<file path="src/rtl/muon_pkg.sv">
// Shared types and constants for the muon timing blocks.
// Holds the timer state enum, status counter width and default cycle counts.
package muon_pkg;

  typedef enum logic [1:0] {
    IDLE  = 2'd0,
    COUNT = 2'd1,
    DEAD  = 2'd2
  } timer_state_t;

  localparam int STAT_W = 16;

  // 20 us window and 1 us holdoff at 100 MHz
  localparam int DEF_WINDOW_CYCLES = 2000;
  localparam int DEF_MIN_CYCLES    = 2;
  localparam int DEF_DEAD_CYCLES   = 100;

endpackage

</file>
<file path="src/rtl/pulse_sync.sv">
// 2-FF synchronizer followed by a rising-edge detector.
// Ports: clk, rst_n (async low), d (async level in), pulse (1-cycle out).
module pulse_sync (
  input  logic clk,
  input  logic rst_n,
  input  logic d,
  output logic pulse
);

  logic s1_q;
  logic s2_q;
  logic e_q;

  always_ff @(posedge clk or negedge rst_n) begin
    if (!rst_n) begin
      s1_q <= 1'b0;
      s2_q <= 1'b0;
      e_q  <= 1'b0;
    end else begin
      s1_q <= d;
      s2_q <= s1_q;
      e_q  <= s2_q;
    end
  end

  assign pulse = s2_q & ~e_q;

endmodule

</file>
<file path="src/rtl/decay_interval_timer.sv">
// Measures start->stop interval in cycles; one word per event on valid/ready.
// Ports: clk, rst_n, start_in, stop_in, enable, interval_*, counts, busy.
module decay_interval_timer
  import muon_pkg::*;
#(
  parameter int WINDOW_CYCLES = DEF_WINDOW_CYCLES,
  parameter int MIN_CYCLES    = DEF_MIN_CYCLES,
  parameter int DEAD_CYCLES   = DEF_DEAD_CYCLES,
  parameter int CNT_W         = 32
) (
  input  logic              clk,
  input  logic              rst_n,
  input  logic              start_in,
  input  logic              stop_in,
  input  logic              enable,
  output logic [CNT_W-1:0]  interval_data,
  output logic              interval_valid,
  input  logic              interval_ready,
  output logic [STAT_W-1:0] timeout_count,
  output logic [STAT_W-1:0] lost_count,
  output logic              busy
);

  localparam int DW = $clog2(DEAD_CYCLES + 1);

  typedef logic [CNT_W-1:0]  cnt_t;
  typedef logic [DW-1:0]     dead_t;
  typedef logic [STAT_W-1:0] stat_t;

  localparam cnt_t  WIN      = cnt_t'(WINDOW_CYCLES);
  localparam cnt_t  MIN      = cnt_t'(MIN_CYCLES);
  localparam dead_t DEAD_TOP = dead_t'(DEAD_CYCLES - 1);

  logic start_p;
  logic stop_p;

  pulse_sync u_start (
    .clk   (clk),
    .rst_n (rst_n),
    .d     (start_in),
    .pulse (start_p)
  );

  pulse_sync u_stop (
    .clk   (clk),
    .rst_n (rst_n),
    .d     (stop_in),
    .pulse (stop_p)
  );

  timer_state_t state_q, state_d;
  cnt_t         cnt_q, cnt_d;
  dead_t        dead_q, dead_d;
  cnt_t         data_q, data_d;
  logic         valid_q, valid_d;
  stat_t        tmo_q, tmo_d;
  stat_t        lost_q, lost_d;

  logic accept;
  logic capture;
  logic timeout;
  logic load;

  // A stop on the window's last count wins over the timeout
  always_comb begin
    accept  = (state_q == IDLE) && enable && start_p;
    capture = (state_q == COUNT) && enable
            && stop_p && (cnt_q >= MIN);
    timeout = (state_q == COUNT) && enable
            && !capture && (cnt_q == WIN);
    load    = capture && (!valid_q || interval_ready);
  end

  always_ff @(posedge clk or negedge rst_n) begin
    if (!rst_n) begin
      state_q <= IDLE;
    end else begin
      state_q <= state_d;
    end
  end

  always_comb begin
    state_d = state_q;
    unique case (state_q)
      IDLE: begin
        if (accept) state_d = COUNT;
      end
      COUNT: begin
        if (!enable) state_d = IDLE;
        else if (capture || timeout) state_d = DEAD;
      end
      DEAD: begin
        if (dead_q == '0) state_d = IDLE;
      end
      default: state_d = IDLE;
    endcase
  end

  always_comb begin
    busy = (state_q != IDLE);
  end

  always_comb begin
    cnt_d  = cnt_q;
    dead_d = dead_q;
    data_d = data_q;
    valid_d = valid_q;
    tmo_d  = tmo_q;
    lost_d = lost_q;

    unique case (1'b1)
      accept: cnt_d = cnt_t'(1);
      state_q == COUNT: begin
        if (!enable || capture || timeout) begin
          cnt_d = '0;
        end else begin
          cnt_d = cnt_q + cnt_t'(1);
        end
      end
      default: cnt_d = cnt_q;
    endcase

    if (capture || timeout) begin
      dead_d = DEAD_TOP;
    end else if (state_q == DEAD && dead_q != '0) begin
      dead_d = dead_q - dead_t'(1);
    end

    if (timeout && tmo_q != '1) begin
      tmo_d = tmo_q + stat_t'(1);
    end

    if (load) begin
      data_d  = cnt_q;
      valid_d = 1'b1;
    end else if (valid_q && interval_ready) begin
      valid_d = 1'b0;
    end

    if (capture && !load && lost_q != '1) begin
      lost_d = lost_q + stat_t'(1);
    end
  end

  always_ff @(posedge clk or negedge rst_n) begin
    if (!rst_n) begin
      cnt_q   <= '0;
      dead_q  <= '0;
      data_q  <= '0;
      valid_q <= 1'b0;
      tmo_q   <= '0;
      lost_q  <= '0;
    end else begin
      cnt_q   <= cnt_d;
      dead_q  <= dead_d;
      data_q  <= data_d;
      valid_q <= valid_d;
      tmo_q   <= tmo_d;
      lost_q  <= lost_d;
    end
  end

  assign interval_data  = data_q;
  assign interval_valid = valid_q;
  assign timeout_count  = tmo_q;
  assign lost_count     = lost_q;

endmodule

</file>
<file path="config.mk">
export PLATFORM = sky130hd
export DESIGN_NAME = decay_interval_timer
export DESIGN_NICKNAME = d
export VERILOG_FILES = /design/src/rtl/muon_pkg.sv /design/src/rtl/pulse_sync.sv /design/src/rtl/decay_interval_timer.sv
export SDC_FILE = /design/constraint.sdc
export NUM_CORES = 1
export LEC_CHECK = 0
export BUFFER_PORTS_ARGS = -buffer_cell sky130_fd_sc_hd__buf_4
export CAP_MARGIN = 5
export CORE_UTILIZATION = 40
export CTS_CLUSTER_DIAMETER = 30
export DETAILED_ROUTE_END_ITERATION = 16
export GPL_ROUTABILITY_DRIVEN = 0
export PLACE_DENSITY = 0.57
export SYNTH_ARGS = -nofsm -noshare
export SYNTH_HDL_FRONTEND = slang
export SYNTH_SLANG_ARGS = --single-unit
</file>
<file path="constraint.sdc">
create_clock -name clk -period 3.1 [get_ports clk]
set_input_delay 0.155 -clock clk [delete_from_list [all_inputs] [get_ports clk]]
set_output_delay 0.155 -clock clk [all_outputs]
set_load 0.02 [all_outputs]
</file>
==> results.cfg, run 1 <==
[logic_synthesis]
synth_nets = 517
yosys_warnings = 0
syn-cell-area_mm2 = 0.00530
synth_edf_count = 0
synth-seq-cells = 112
ys.flop_type = dfrtp_1
syn_inst = 504
yosysSeqAreaShare_pct = 52.9
ys_types = 42
synth_area_leaders = dfrtp_1, mux2_2, nand2_1
syn_avg_cell_area_um2 = 10.5
synth_top_cell_area_share_pct = 52.9
synth_top_area_cell = dfrtp_1
async_reset_ff_share_pct = 100

[routing]
viasPerCell = 5.29
remaining_drc_errors = 0
wire_per_inst_um = 15.5
vias = 3987
drt_iter0_markers = 197
ant_nets = 0
finalWirelength_um = 11600
firstDrtPassIters = 4

[die]
dieArea_mm2 = 0.0137
initial_core_util_pct = 41.5
ioPinCount = 72
die-width_um = 117
rows = 41
core_area_mm2 = 0.0128
dieHeight_um = 117

[cells_and_area]
multi_input_area_mm2 = 0.00233
n_fill_cell = 1222
final-seq-area_mm2 = 0.00280
final_area_mm2 = 0.00630
drive_gt1_share_pct = 21.9
fin_nets = 589
areaGrowthSynthToFinish_pct = 19.0
antenna_cells = 0

[timing]
timing.final.crit_share_pct = 86.6
clock.fmax_ghz = 0.372
slew_violations = 0
worstMarginPinSlew_ns = 0.825
setup_viol = 0
fin_worst_skew_ns = 0.00752
relSlewSlack_pct = 45.0
fin_crit_ns = 2.69
hold_viol_final = 0
tns_ns = 0
rsz0062_at_grt = no

[global_route]
grt_overflow_total = 0
grt_pass1_wl_um = 19500
grt_max_degree = 65
antenna_found_initial = 0
groute.usage.overall_pct = 18.6
grt_pass1_vias = 3823

[clock_network]
cts-htree-levels = 3
cts_buffer_depth = 2
path_clk_slew_ns = 0.07
cts-root-buf = clkbuf_16
cts_tree = yes
cts_buffers = 9
cts_num_sinks = 112
cts_setup_buffers = 0
clk_latency_ns = 0.35

[setup_path]
crit_slowest_cell = nor2_4
critPathMaxFanout = 26
end_kind = flop
crit_chain = nor4_1 -> and4_1 -> a31oi_2 -> nor2_4 -> nand3_1 -> o311ai_0
critPathLaunchType = flop
reg2reg_from = cnt_q[28]
required_ns = 3.33
arrival_ns = 2.91
crit_type = reg -> reg
slowest_delay_ns = 0.62
startpoint = cnt_q[28]

[pwr]
peakVddDrop_v = 0.000236
leakagePower_nw = 2.92
p_per_area_mw_per_mm2 = 410
power.total_mw = 2.58

[hold_path]
worstHoldPathType = in -> reg
hp-start = interval_ready

[run]
maxCapViolCount = 0

[status]
outcome = finished clean

[place]
dpl-instance-area_mm2 = 0.00600
port_buffers = 71
dpl.hpwl_um = 8280
[stage by stage]
| stage | utilization, % | hold slack (ns) | worst slack (ns) | cells |
|---|---|---|---|---|
| after global placement | 47.0 | 0.273 | 0.548 | 734 |
| after floorplan | - | -0.141 | 0.819 | 504 |
| after global routing | 49.3 | 0.159 | 0.209 | 753 |
| after detailed placement | 47.0 | 0.272 | 0.452 | 734 |
| after CTS | 49.3 | 0.159 | 0.422 | 753 |
| final | 49.3 | 0.165 | 0.414 | 753 |
[critical path, delay by kind of cell, from the launching register on]
kind | cells | cell delay (ns)
AO/OA/AOI/OAI | 2 | 0.45
AND/OR/NAND/NOR | 4 | 1.67
flip-flops | 1 | 0.44
[cells by family (layout without fill, tap and decap cells)]
kind of cell / count (synthesis) / after routing / synth area share (%)
fa+ha+maj: 7 / 7 / 1.65
buf+inv: 36 / 113 / 3.14
compound gates: 54 / 54 / 6.88
xor+xnor: 41 / 41 / 6.78
flops: 112 / 112 / 52.9
mux: 25 / 25 / 5.32
simple gates: 229 / 229 / 23.3
[sequential cells by signal, summed over array words and instances, names as in the netlist, 2 cells and up]
signal         count
interval_data     32
cnt_q             32
timeout_count     16
lost_count        16
state_q            2
dead_q             7
[worst paths after layout]
kind | to | slack [ns] | depth (start not counted)
worst min-delay path | interval_valid | 0.17 | 3
worst max-delay path | cnt_q[8] | 0.41 | 6
worst max register to register | cnt_q[8] | 0.41 | 6
max in group asynchronous | interval_data[23] | 1.93 | 3
min in group asynchronous | lost_count[15] | 0.43 | 2
worst min register to register | u_start.s2_q | 0.36 | 0
[power by group]
group	total (mW)	switching (mW)	internal [mW]	leakage (nW)
clock	1.07	0.508	0.566	0.130
sequential	1.47	0.00122	1.46	1.50
combinational	0.0420	0.0310	0.0110	1.30
total	2.58	0.540	2.04	2.92
[per-layer routing]
metal | GRT usage, % | vias to the layer above | part of all wire (%)
met5 | 0 | - | 0
met4 | 7.76 | 0 | 2.0
met3 | 2.57 | 14 | 3.3
met2 | 28.2 | 70 | 45
met1 | 26.8 | 1946 | 50
li1 | - | 1957 | -
[layout make-up]
class                           count  area share [%]
Clock buffer                       13            3.97
Multi-Input combinational cell    356            36.9
Sequential cell                   112            44.5
Inverter                           16           0.953
Tap cell                          172            3.42
Timing Repair Buffer               81            9.97
Clock inverter                      3           0.278
[what timing repair did]
action	CTS	global route
gates resized for setup	0	0
hold buffers	3	0
endpoints found under the hold margin	64	0
[Yosys cell counts (all sizes together) (5+ instances only)]
cell,count
o21ai,21
xor2,14
or4,8
clkbuf,5
xnor2,27
o311ai,10
nand3b,5
buf,15
dfrtp,112
nor3,11
a21oi,9
and3,13
nand4,17
mux2,25
ha,7
or3,10
inv,16
nor4,10
nand2,65
nand3,48
and4,7
nor2,29
[cells in the final DEF (no fill, tap or decap), types with 3 or more instances in the layout]
master           n
o211ai_1         4
xnor2_1         27
nand3_1         46
a21oi_1          9
o311ai_0        10
clkbuf_16        9
dlygate4sd3_1    3
and2_1           4
clkbuf_1         3
buf_4           77
nor2_1          27
xor2_1          14
and3_1          13
ha_1             7
nor3_1          10
nand2_1         65
o21ai_1          4
nor4_1           9
nand3b_1         5
mux2_2          25
or3_1           10
inv_1           16
and4_1           7
or4_1            6
dfrtp_1        112
nand4_1         17
o21ai_0         17
No activity file was read; power rests on OpenSTA's default activity.
==> run 2, diff against run 1 <==
- CTS_BUF_LIST: not set -> sky130_fd_sc_hd__clkbuf_16
==> run 2 against run 1 <==
Effect of this change:
- worst hold slack barely moved
- sequential cell count did not move
- core utilization fell by 0.078 points
- first-iteration DRC count rose by 30%
- global-route usage barely moved
- design area fell by 0.16%
- worst setup slack got worse by 0.025 ns
- critical path depth did not move
- wire length rose by 0.64%
- combinational power barely moved
- non-clock buffer count did not move
- sequential power barely moved
- critical path type unchanged
- largest cell class unchanged
==> results.cfg, run 2 (synthesis gave the netlist of run 1 again) <==
[global_route]
grt_max_degree = 65
grt_overflow_total = 0
groute.usage.overall_pct = 18.6
met1_usage_pct = 26.9
use_met3_pct = 2.57
gr-max-usage-layer = met2
antenna_found_initial = 0
grt_pass1_vias = 3823
use_met2_pct = 28.2
grt_pass1_wl_um = 19500

[cells_and_area]
final_common_cell = dfrtp_1
final-seq-area_mm2 = 0.00280
final_area_mm2 = 0.00629
multi_input_area_mm2 = 0.00233
drive_gt1_share_pct = 21.7
fin_nets = 589
areaGrowthSynthToFinish_pct = 18.8
mostFrequentLayoutCells = dfrtp_1, buf_4, nand2_1, nand3_1
n_fill_cell = 1224
antenna_cells = 0

[pwr]
p_switching_mw = 0.540
swShare_pct = 21.2
combPwrFrac_pct = 1.7
power.internal_mw = 2.01
leakagePower_nw = 2.93
peakVddDrop_v = 0.000235
seq_power_share_pct = 57.6
p_clk_share_pct = 40.8
power.total_mw = 2.55
p_per_area_mw_per_mm2 = 405

[place]
dpl-instance-area_mm2 = 0.00600
port_buffers = 71
dpl.hpwl_um = 8280
pre_cts_slack_ns = 0.452

[clock_network]
cts-htree-levels = 3
path_clk_slew_ns = 0.07
cts_tree = yes
cts_setup_buffers = 0
cts_num_sinks = 112
clk_latency_ns = 0.35
cts_buffers = 9
cts_buffer_depth = 2
holdBufCountCts = 3
cts-root-buf = clkbuf_16
cts_resized = 0

[setup_path]
slowest_delay_ns = 0.62
required_ns = 3.33
r2r_end = cnt_q[8]
critPathMaxFanout = 26
critPathLaunchType = flop
crit_type = reg -> reg
arrival_ns = 2.94
end_kind = flop
crit_buf_inv = 0
r2r_slack_ns = 0.39
critical-path-top-delay-family = simple AND/OR/NAND/NOR gates
r2r_cells = 6
crit_slowest_cell = nor2_4
crit_chain = nor4_1 -> and4_1 -> a31oi_2 -> nor2_4 -> nand3_1 -> o311ai_0
reg2reg_from = cnt_q[28]

[timing]
setup_viol = 0
fin_crit_ns = 2.71
layout_setup_ws_ns = 0.389
timing.final.crit_share_pct = 87.5
rsz0062_at_grt = no
tns_ns = 0
hold_slack_ns = 0.165
slew_violations = 0
relSlewSlack_pct = 44.5
hold_viol_final = 0
clock.fmax_ghz = 0.369
worstMarginPinSlew_ns = 0.833
fin_worst_skew_ns = 0.00754

[die]
core_area_mm2 = 0.0128
dieHeight_um = 117
dieArea_mm2 = 0.0137
ioPinCount = 72
initial_core_util_pct = 41.5
die-width_um = 117
rows = 41

[routing]
remaining_drc_errors = 0
viasPerCell = 5.32
firstDrtPassIters = 4
finalWirelength_um = 11700
vias = 4006
drt_iter0_markers = 256
wire_per_inst_um = 15.6
ant_nets = 0

[hold_path]
worstHoldPathType = in -> reg
min_to = interval_valid
hp-start = interval_ready
holdPathStages = 3

[run]
maxCapViolCount = 0

[status]
outcome = finished clean
[run 2: changes by cell type in the layout (fill, tap and decap cells not counted)]
cell	previous run	this run
clkbuf_1	3	0
inv_1	16	19
clkbuf_8	1	0
clkinv_1	0	1
[run 2: power groups by stage]
stage	sequential (mW)	combinational (mW)	clock [mW]
finish	1.47	0.0420	1.04
global route	1.46	0.0496	1.13
CTS	1.47	0.0448	1.06
detailed placement	1.49	0.0421	0
global placement	1.49	0.0411	0
floorplan	1.49	0.00163	0
[run 2: worst register-to-register path, stage by stage, from the launching register on]
cell and delay [ns]:
dfrtp_1 0.44, nor4_1 0.48, and4_1 0.43, a31oi_2 0.30, nor2_4 0.62, nand3_1 0.15
o311ai_0 0.15
[run 2: per-stage QoR]
| step | cells | utilization (%) |
|---|---|---|
| 4_1_cts | 753 | 49.2 |
| 2_1_floorplan | 504 | - |
| 5_1_grt | 753 | 49.2 |
| 3_3_place_gp | 734 | 47.0 |
| 6_report | 753 | 49.2 |
| 3_5_place_dp | 734 | 47.0 |
[run 2: cell type report]
type	count	area share (%)
inverters	16	0.955
clock buffers	9	3.58
flip-flops and latches	112	44.6
repair buffers	81	9.99
clock inverters	7	0.517
multi-input cells	356	37.0
well taps	172	3.42
[run 2: worst max-delay path by stage]
stage,startpoint,to,cells after the start
2_1_floorplan,cnt_q[8],interval_data[10],6
3_3_place_gp,cnt_q[8],cnt_q[21],6
3_5_place_dp,cnt_q[28],cnt_q[31],6
4_1_cts,cnt_q[28],cnt_q[31],6
5_1_grt,cnt_q[28],cnt_q[14],6
6_report,cnt_q[28],cnt_q[8],6
[run 2: metal layers]
metal	part of all wire, %	wire, um
met1	50	5860
met2	45	5290
met3	2.9	337
met4	2.0	235
met5	0	0
